--- src/rtl/core_scheduler.sv ---
// Per-block instruction sequencer: steps every enabled thread lane through
// FETCH..UPDATE in lock-step and reports PC divergence and retirement count.
module core_scheduler #(
    parameter int THREADS_PER_BLOCK = 4,
    parameter int PC_BITS           = 8
) (
    input  logic                                   clk,
    input  logic                                   reset,
    input  logic                                   start,
    input  logic [$clog2(THREADS_PER_BLOCK):0]     thread_count,
    output logic                                   fetch_req,
    input  logic                                   fetch_done,
    input  logic                                   decoded_ret,
    input  logic [THREADS_PER_BLOCK-1:0]           lsu_busy,
    input  logic [THREADS_PER_BLOCK*PC_BITS-1:0]   next_pc,
    output logic [3:0]                             core_state,
    output logic [PC_BITS-1:0]                     current_pc,
    output logic [THREADS_PER_BLOCK-1:0]           thread_enable,
    output logic                                   done,
    output logic                                   diverged,
    output logic [15:0]                            instr_count
);

    localparam int TC_W = $clog2(THREADS_PER_BLOCK) + 1;

    localparam logic [3:0] ST_IDLE    = 4'b0000;
    localparam logic [3:0] ST_FETCH   = 4'b0001;
    localparam logic [3:0] ST_DECODE  = 4'b0010;
    localparam logic [3:0] ST_ISSUE   = 4'b0011;
    localparam logic [3:0] ST_REQUEST = 4'b0100;
    localparam logic [3:0] ST_WAIT    = 4'b0101;
    localparam logic [3:0] ST_EXECUTE = 4'b0110;
    localparam logic [3:0] ST_UPDATE  = 4'b0111;
    localparam logic [3:0] ST_DONE    = 4'b1000;

    logic [3:0]                   state;
    logic [31:0]                  tc_ext;
    logic [THREADS_PER_BLOCK-1:0] start_mask;
    logic [PC_BITS-1:0]           sel_pc;
    logic                         sel_found;
    logic                         pc_mismatch;

    assign tc_ext = {{(32-TC_W){1'b0}}, thread_count};

    // Lane i is enabled when i < thread_count; since i never reaches
    // THREADS_PER_BLOCK, oversized counts clamp naturally.
    always_comb begin
        // NOTE: every always_comb output gets a default first so no latch is inferred.
        start_mask = '0;
        for (int i = 0; i < THREADS_PER_BLOCK; i++) begin
            if (32'(i) < tc_ext) start_mask[i] = 1'b1;
        end
    end

    // Lowest-index enabled lane supplies the shared PC; any other enabled
    // lane that disagrees flags divergence. Disabled lanes are ignored.
    always_comb begin
        sel_pc      = '0;
        sel_found   = 1'b0;
        pc_mismatch = 1'b0;
        for (int i = 0; i < THREADS_PER_BLOCK; i++) begin
            if (thread_enable[i] && !sel_found) begin
                sel_pc    = next_pc[i*PC_BITS +: PC_BITS];
                sel_found = 1'b1;
            end
        end
        for (int i = 0; i < THREADS_PER_BLOCK; i++) begin
            if (thread_enable[i] && (next_pc[i*PC_BITS +: PC_BITS] != sel_pc))
                pc_mismatch = 1'b1;
        end
    end

    // NOTE: sequential state uses non-blocking assignments only, so every
    // register samples pre-edge values regardless of statement order.
    always_ff @(posedge clk or negedge reset) begin
        if (!reset) begin
            state         <= ST_IDLE;
            current_pc    <= '0;
            thread_enable <= '0;
            done          <= 1'b0;
            diverged      <= 1'b0;
            instr_count   <= '0;
        end else begin
            case (state)
                ST_IDLE, ST_DONE: begin
                    if (start) begin
                        thread_enable <= start_mask;
                        current_pc    <= '0;
                        diverged      <= 1'b0;
                        instr_count   <= '0;
                        if (|start_mask) begin
                            done  <= 1'b0;
                            state <= ST_FETCH;
                        end else begin
                            done  <= 1'b1;
                            state <= ST_DONE;
                        end
                    end
                end
                ST_FETCH:   if (fetch_done) state <= ST_DECODE;
                ST_DECODE:  state <= ST_ISSUE;
                ST_ISSUE:   state <= ST_REQUEST;
                ST_REQUEST: state <= ST_WAIT;
                ST_WAIT:    if ((lsu_busy & thread_enable) == '0) state <= ST_EXECUTE;
                ST_EXECUTE: state <= ST_UPDATE;
                ST_UPDATE: begin
                    if (instr_count != 16'hFFFF) instr_count <= instr_count + 16'd1;
                    if (decoded_ret) begin
                        done  <= 1'b1;
                        state <= ST_DONE;
                    end else begin
                        current_pc <= sel_pc;
                        if (pc_mismatch) diverged <= 1'b1;
                        state <= ST_FETCH;
                    end
                end
                default: state <= ST_IDLE;
            endcase
        end
    end

    assign core_state = state;
    assign fetch_req  = (state == ST_FETCH);

endmodule

--- config.mk ---
export PLATFORM = sky130hd
export DESIGN_NAME = core_scheduler
export DESIGN_NICKNAME = d
export VERILOG_FILES = /design/src/rtl/core_scheduler.sv
export SDC_FILE = /design/constraint.sdc
export NUM_CORES = 1
export LEC_CHECK = 0
export CORE_MARGIN = 4
export CORE_UTILIZATION = 45
export DETAILED_ROUTE_END_ITERATION = 10
export PLACE_DENSITY = 0.77
export SLEW_MARGIN = 10
export SYNTH_ARGS = -nofsm -noshare
export SYNTH_HDL_FRONTEND = slang
export SYNTH_SLANG_ARGS = --single-unit
--- constraint.sdc ---
create_clock -name clk -period 6.4 [get_ports clk]
set_input_delay 0.64 -clock clk [delete_from_list [all_inputs] [get_ports clk]]
set_output_delay 0.64 -clock clk [all_outputs]
set_load 0.02 [all_outputs]
==> flow_metrics.env, run 1 <==
export IMPL_outcome="finished clean"
export IMPL_cts_root_buf="clkbuf_8"
export IMPL_final_max_slew_viol_count=0
export IMPL_h_tree_depth=2
export IMPL_yosysUniqueCellTypes=63
export IMPL_hold_ws_ns=0.486
export IMPL_rows=27
export IMPL_syn_area_per_cell_sq_um=8.28
export IMPL_gp_congestion=0.914
export IMPL_drt_iter0_markers=283
export IMPL_crit_type="reg -> reg"
export IMPL_start_util_pct=46.8
export IMPL_worstHoldStart="current_pc[6]$_DFFE_PN0P_"
export IMPL_p_total_mw=1.28
export IMPL_startpoint="thread_enable[1]$_DFFE_PN0P_"
export IMPL_first_global_vias=2596
export IMPL_synthArstFlopShare_pct=100
export IMPL_antenna_left=0
export IMPL_finalWorstSetupSlack_ns=3.55
export IMPL_syn_to_final_growth_pct=35.3
export IMPL_max_cap_viol_count=0
export IMPL_grt_pass1_wl_um=13000
export IMPL_maxSlewHeadroom_pct=44.7
export IMPL_synth_edf_count=0
export IMPL_path_max_fanout=27
export IMPL_post_drt_via_cell_ratio=5.83
export IMPL_p_comb_share_pct=53.9
export IMPL_holdBufCountCts=0
export IMPL_final_common_cell="clkdlybuf4s50_1"
export IMPL_fin_nets=435
export IMPL_die_y_um=84.1
export IMPL_vdd_drop_max_uv=290
export IMPL_vias=2700
export IMPL_dr_pass1_iters=5
export IMPL_place_ws_ns=3.46
export IMPL_hold_path_class="reg -> reg"
export IMPL_synthCells=315
export IMPL_post_cts_resized=0
export IMPL_die_x_um=84.1
export IMPL_grt_use_total_pct=22.3
export IMPL_rsz0062_at_grt="false"
export IMPL_antenna_cells=0
export IMPL_routedWlPerCell_um=16.5
export IMPL_ys_seq_area_share_pct=32.6
export IMPL_antenna_found_initial=0
export IMPL_post_cts_repair_setup_buffers=0
export IMPL_cts_sinks=34
export IMPL_syn_nets=360
export IMPL_drc=0
export IMPL_most_common_layout_cells="clkdlybuf4s50_1, nand2_1, dfrtp_1"
export IMPL_p_per_area_nw_per_um2=362
export IMPL_cp_slowest_stage_delay_ns=0.82
export IMPL_tritoncts="done"
export IMPL_coreArea_sq_um=5570
export IMPL_p_leak_nw=1.36
export IMPL_fin_setup_tns_ns=0
export IMPL_clock_skew_ns=0.00757
export IMPL_critPathTopFamily="compound AO/OA/AOI/OAI gates"
export IMPL_cp_required_ns=6.57
export IMPL_die_area_sq_um=7080
export IMPL_worstSetupEndpointType="flop"
export IMPL_grt_max_degree=38
export IMPL_io_buffers=78
export IMPL_setup_worst_path_start_class="flop"
export IMPL_pwr_share_seq_pct=30.8
export IMPL_max_freq_mhz=351
export IMPL_critPathSlowestCell="or4b_1"
export IMPL_worstPathArrival_ns=3.01
export IMPL_io_pins=79
export IMPL_switching_share_pct=44.0
export IMPL_max_clock_path_buffers=2
export IMPL_ys_seq_elements=34
export IMPL_worst_pin_slew_ns=0.830
export IMPL_clock_latency_ns=0.29
export IMPL_synthFlopType="dfrtp_1"
export IMPL_grt_overflow=0
export IMPL_fin_crit_ns=2.85
export IMPL_power_internal_mw=0.715
export IMPL_path_clk_slew_ns=0.07
export IMPL_power_net_switching_mw=0.562
export IMPL_drive_above_1_share_pct=4.86
export IMPL_post_route_period_util_pct=44.5
export IMPL_setup_violations_final=0
export IMPL_synth_warning_count=0
export IMPL_r2r_start="thread_enable[1]$_DFFE_PN0P_"
export IMPL_p_clk_share_pct=15.4
export IMPL_routed_wl_um=7630
export IMPL_hpwl_um=5660
export IMPL_cts_made_buffers=5
export IMPL_hold_viol_final=0
export IMPL_synth_area_sq_um=2610
export IMPL_crit_chain="or4b_1 -> o21bai_1 -> o2111ai_1 -> o41a_1 -> a311oi_1 -> a21oi_1"
export IMPL_crit_buf_inv=0
## final cells by class
class | instances | area (sq um)
clock buffer | 6 | 72.6
clock inverter | 2 | 37.5
fill | 501 | 2040
inverter | 12 | 45.0
multi-input combinational | 256 | 1630
sequential | 34 | 851
tap | 72 | 90.1
timing repair buffer | 81 | 803
## worst paths after layout
path	cells past startpoint	slack [ns]	endpoint
setup / recovery	6	3.55	diverged$_DFFE_PN0P_
hold / removal	2	0.49	current_pc[6]$_DFFE_PN0P_
setup reg to reg	6	3.55	diverged$_DFFE_PN0P_
hold reg to reg	2	0.49	current_pc[6]$_DFFE_PN0P_
max in group asynchronous	2	5.36	instr_count[13]$_DFFE_PN0P_
min in group asynchronous	2	0.74	instr_count[11]$_DFFE_PN0P_
## stage by stage
step / utilization, % / std cells / instance area (sq um)
after floorplan: - / 315 / 2610
after global placement: 61.4 / 455 / 3420
after detailed placement: 61.4 / 455 / 3420
after CTS: 63.3 / 463 / 3530
after global routing: 63.3 / 463 / 3530
final: 63.3 / 463 / 3530
## power groups by stage
stage | sequential (mW) | combinational (mW) | clock (mW)
floorplan | 0.416 | 0.408 | 0
global placement | 0.396 | 0.673 | 0
detailed placement | 0.394 | 0.683 | 0
CTS | 0.393 | 0.687 | 0.201
global route | 0.412 | 0.749 | 0.211
finish | 0.393 | 0.688 | 0.196
## sequential cells by signal (all words and copies together), names as in the netlist
register / flops
instr_count: 16
current_pc: 8
core_state: 4
thread_enable: 4
diverged: 1
done: 1
## cells by family after synthesis
kind of cell	share of synthesized area, %
xor gates and xnor gates	8.73
muxes	0.863
adders and majority gates	0.480
buffers and inverters	4.84
AOI/OAI and AO/OA	23.0
and+or+nand+nor	29.5
DFF	32.6
## synthesized netlist by cell type (6+ instances only)
cell      count  area (sq um)
xor2_1        8          70.1
nor2_1       24          90.1
o21ai_0      18          90.1
inv_1        12          45.0
nand4_1       6          37.5
nand3b_1      7          52.6
nor3_1        7          35.0
xnor2_1      18           158
nor3b_1       7          52.6
nor2b_1      13          81.3
nand2_1      37           139
a21oi_1      19          95.1
nand2b_1     10          62.6
dfrtp_1      34           851
## per-layer routing
| metal | share of wire [%] | track usage, % |
|---|---|---|
| met5 | 0 | 0 |
| met4 | 0.98 | 3.95 |
| met3 | 7.4 | 5.89 |
| met2 | 46 | 34.9 |
| met1 | 45 | 31.4 |
## worst min-delay path: cells and delay by family, from the launching register on
kind / cells / cell delay (ns)
AND/OR/NAND/NOR: 1 / 0.05
flip-flops: 1 / 0.34
AO/OA/AOI/OAI: 1 / 0.06
No activity file was read; power rests on OpenSTA's default activity.
==> inputs of run 2 (changes only) <==
Clock period 6.4 ns to 2.8 ns, I/O delays scaled along.
==> run 2 against run 1 <==
Final area up 2.7%. Total power rose by 130%. Non-clock buffer count up 13. Sequential share of layout area shrank 0.62 points. Utilization rose by 1.7 points. First-iteration DRC count is 24% lower.
==> flow_metrics.env, run 2 (synthesis results as in run 1) <==
export IMPL_outcome="finished clean"
export IMPL_r2r_start="thread_enable[3]$_DFFE_PN0P_"
export IMPL_antenna_left=0
export IMPL_crit_chain="or4b_1 -> nor2_4 -> nor2_2 -> xor2_1 -> o41a_1 -> a311oi_1 -> a21oi_1"
export IMPL_largest_reg_flops=16
export IMPL_routedWlPerCell_um=16.3
export IMPL_hold_ws_ns=0.401
export IMPL_max_freq_mhz=395
export IMPL_post_drt_via_cell_ratio=5.79
export IMPL_most_common_layout_cells="clkdlybuf4s50_1, nand2_1, dfrtp_1"
export IMPL_hold_path_class="in -> async"
export IMPL_setup_worst_path_start_class="flop"
export IMPL_rr_endpoint="diverged$_DFFE_PN0P_"
export IMPL_antenna_cells=0
export IMPL_worst_path_stages=7
export IMPL_die_x_um=84.1
export IMPL_rrSetupSlack_ns=0.27
export IMPL_hpwl_um=6010
export IMPL_worstPathArrival_ns=2.69
export IMPL_max_clock_path_buffers=2
export IMPL_dr_pass1_iters=5
export IMPL_place_inst=468
export IMPL_grt_overflow=0
export IMPL_setup_violations_final=0
export IMPL_final_max_slew_viol_count=0
export IMPL_h_tree_depth=2
export IMPL_p_leak_nw=1.42
export IMPL_finalNonFillerCells=476
export IMPL_critPathTopFamily="simple AND/OR/NAND/NOR gates"
export IMPL_maxSlewHeadroom_pct=68.7
export IMPL_start_util_pct=46.8
export IMPL_crit_buf_inv=0
export IMPL_critPathSlowestCell="or4b_1"
export IMPL_grt_use_total_pct=22.8
export IMPL_rows=27
export IMPL_crit_type="reg -> reg"
export IMPL_cts_sinks=34
export IMPL_p_per_area_nw_per_um2=827
export IMPL_drive_above_1_share_pct=7.67
export IMPL_first_global_vias=2731
export IMPL_io_buffers=78
export IMPL_vdd_drop_max_uv=675
export IMPL_fin_nets=448
export IMPL_syn_to_final_growth_pct=38.9
export IMPL_post_cts_repair_setup_buffers=0
export IMPL_holdBufCountCts=0
export IMPL_die_y_um=84.1
export IMPL_final_common_cell="clkdlybuf4s50_1"
export IMPL_post_cts_resized=0
export IMPL_routed_wl_um=7770
export IMPL_path_clk_slew_ns=0.07
export IMPL_finalWorstSetupSlack_ns=0.270
export IMPL_gp_congestion=0.902
export IMPL_worstSetupEndpointType="flop"
export IMPL_tritoncts="done"
export IMPL_reg2regPathDepth=7
export IMPL_placed_cell_area_sq_um=3520
export IMPL_place_ws_ns=0.285
export IMPL_reg_largest_list="instr_count x16, current_pc x8"
export IMPL_drt_iter0_markers=216
export IMPL_hold_viol_final=0
export IMPL_clock_latency_ns=0.28
export IMPL_path_max_fanout=12
export IMPL_p_total_mw=3.00
export IMPL_vias=2756
export IMPL_finish_utilization_pct=65.0
export IMPL_cp_required_ns=2.96
export IMPL_io_pins=79
export IMPL_cts_made_buffers=5
export IMPL_coreArea_sq_um=5570
export IMPL_fin_setup_tns_ns=0
export IMPL_regMostFlops="instr_count"
export IMPL_post_route_period_util_pct=90.4
export IMPL_drc=0
export IMPL_rsz0062_at_grt="false"
export IMPL_grt_pass1_wl_um=13300
export IMPL_clock_skew_ns=0.00562
export IMPL_die_area_sq_um=7080
export IMPL_antenna_found_initial=0
export IMPL_design_area_sq_um=3620
export IMPL_worst_pin_slew_ns=0.470
export IMPL_grt_max_degree=35
export IMPL_max_cap_viol_count=0
export IMPL_fin_crit_ns=2.53
export IMPL_cts_root_buf="clkbuf_8"
export IMPL_cp_slowest_stage_delay_ns=0.67
## run 2: cell count changes in the layout (fill, tap and decap cells not counted), sizes merged
cell / before / now
buf: 3 / 16
clkbuf: 6 / 7
clkinvlp: 1 / 0
## run 2: report_power, final
group,total (mW),switching (mW),internal (mW)
clock network,0.440,0.174,0.266
logic,1.73,0.919,0.809
registers,0.830,0.193,0.637
## run 2: final cells by class
class                      count  area (sq um)
multi-input combinational    256          1630
timing repair buffer          94           901
inverter                      12          45.0
sequential                    34           851
clock inverter                 1          30.0
clock buffer                   7          76.3
fill                         509          1950
tap                           72          90.1
## run 2: worst max-delay path by stage
stage	from	endpoint	slack, ns
2_1_floorplan	thread_enable[2]$_DFFE_PN0P_	diverged$_DFFE_PN0P_	0.48
3_3_place_gp	next_pc[24]	diverged$_DFFE_PN0P_	0.29
3_5_place_dp	next_pc[24]	diverged$_DFFE_PN0P_	0.28
4_1_cts	thread_enable[3]$_DFFE_PN0P_	diverged$_DFFE_PN0P_	0.30
5_1_grt	thread_enable[3]$_DFFE_PN0P_	diverged$_DFFE_PN0P_	0.18
6_report	thread_enable[3]$_DFFE_PN0P_	diverged$_DFFE_PN0P_	0.27
## run 2: worst register-to-register path: cells and delay by family, from the launching register on
kind / cells / cell delay, ns
simple gates: 3 / 0.88
compound gates: 3 / 0.75
flops: 1 / 0.64
xor+xnor: 1 / 0.15
## run 2: layer usage
metal / global-route usage [%] / vias up / part of all wire (%)
li1: - / 1330 / -
met1: 32.2 / 1312 / 46
met2: 35.7 / 108 / 46
met3: 4.81 / 6 / 7.2
met4: 5.70 / 0 / 0.88
met5: 0 / - / 0
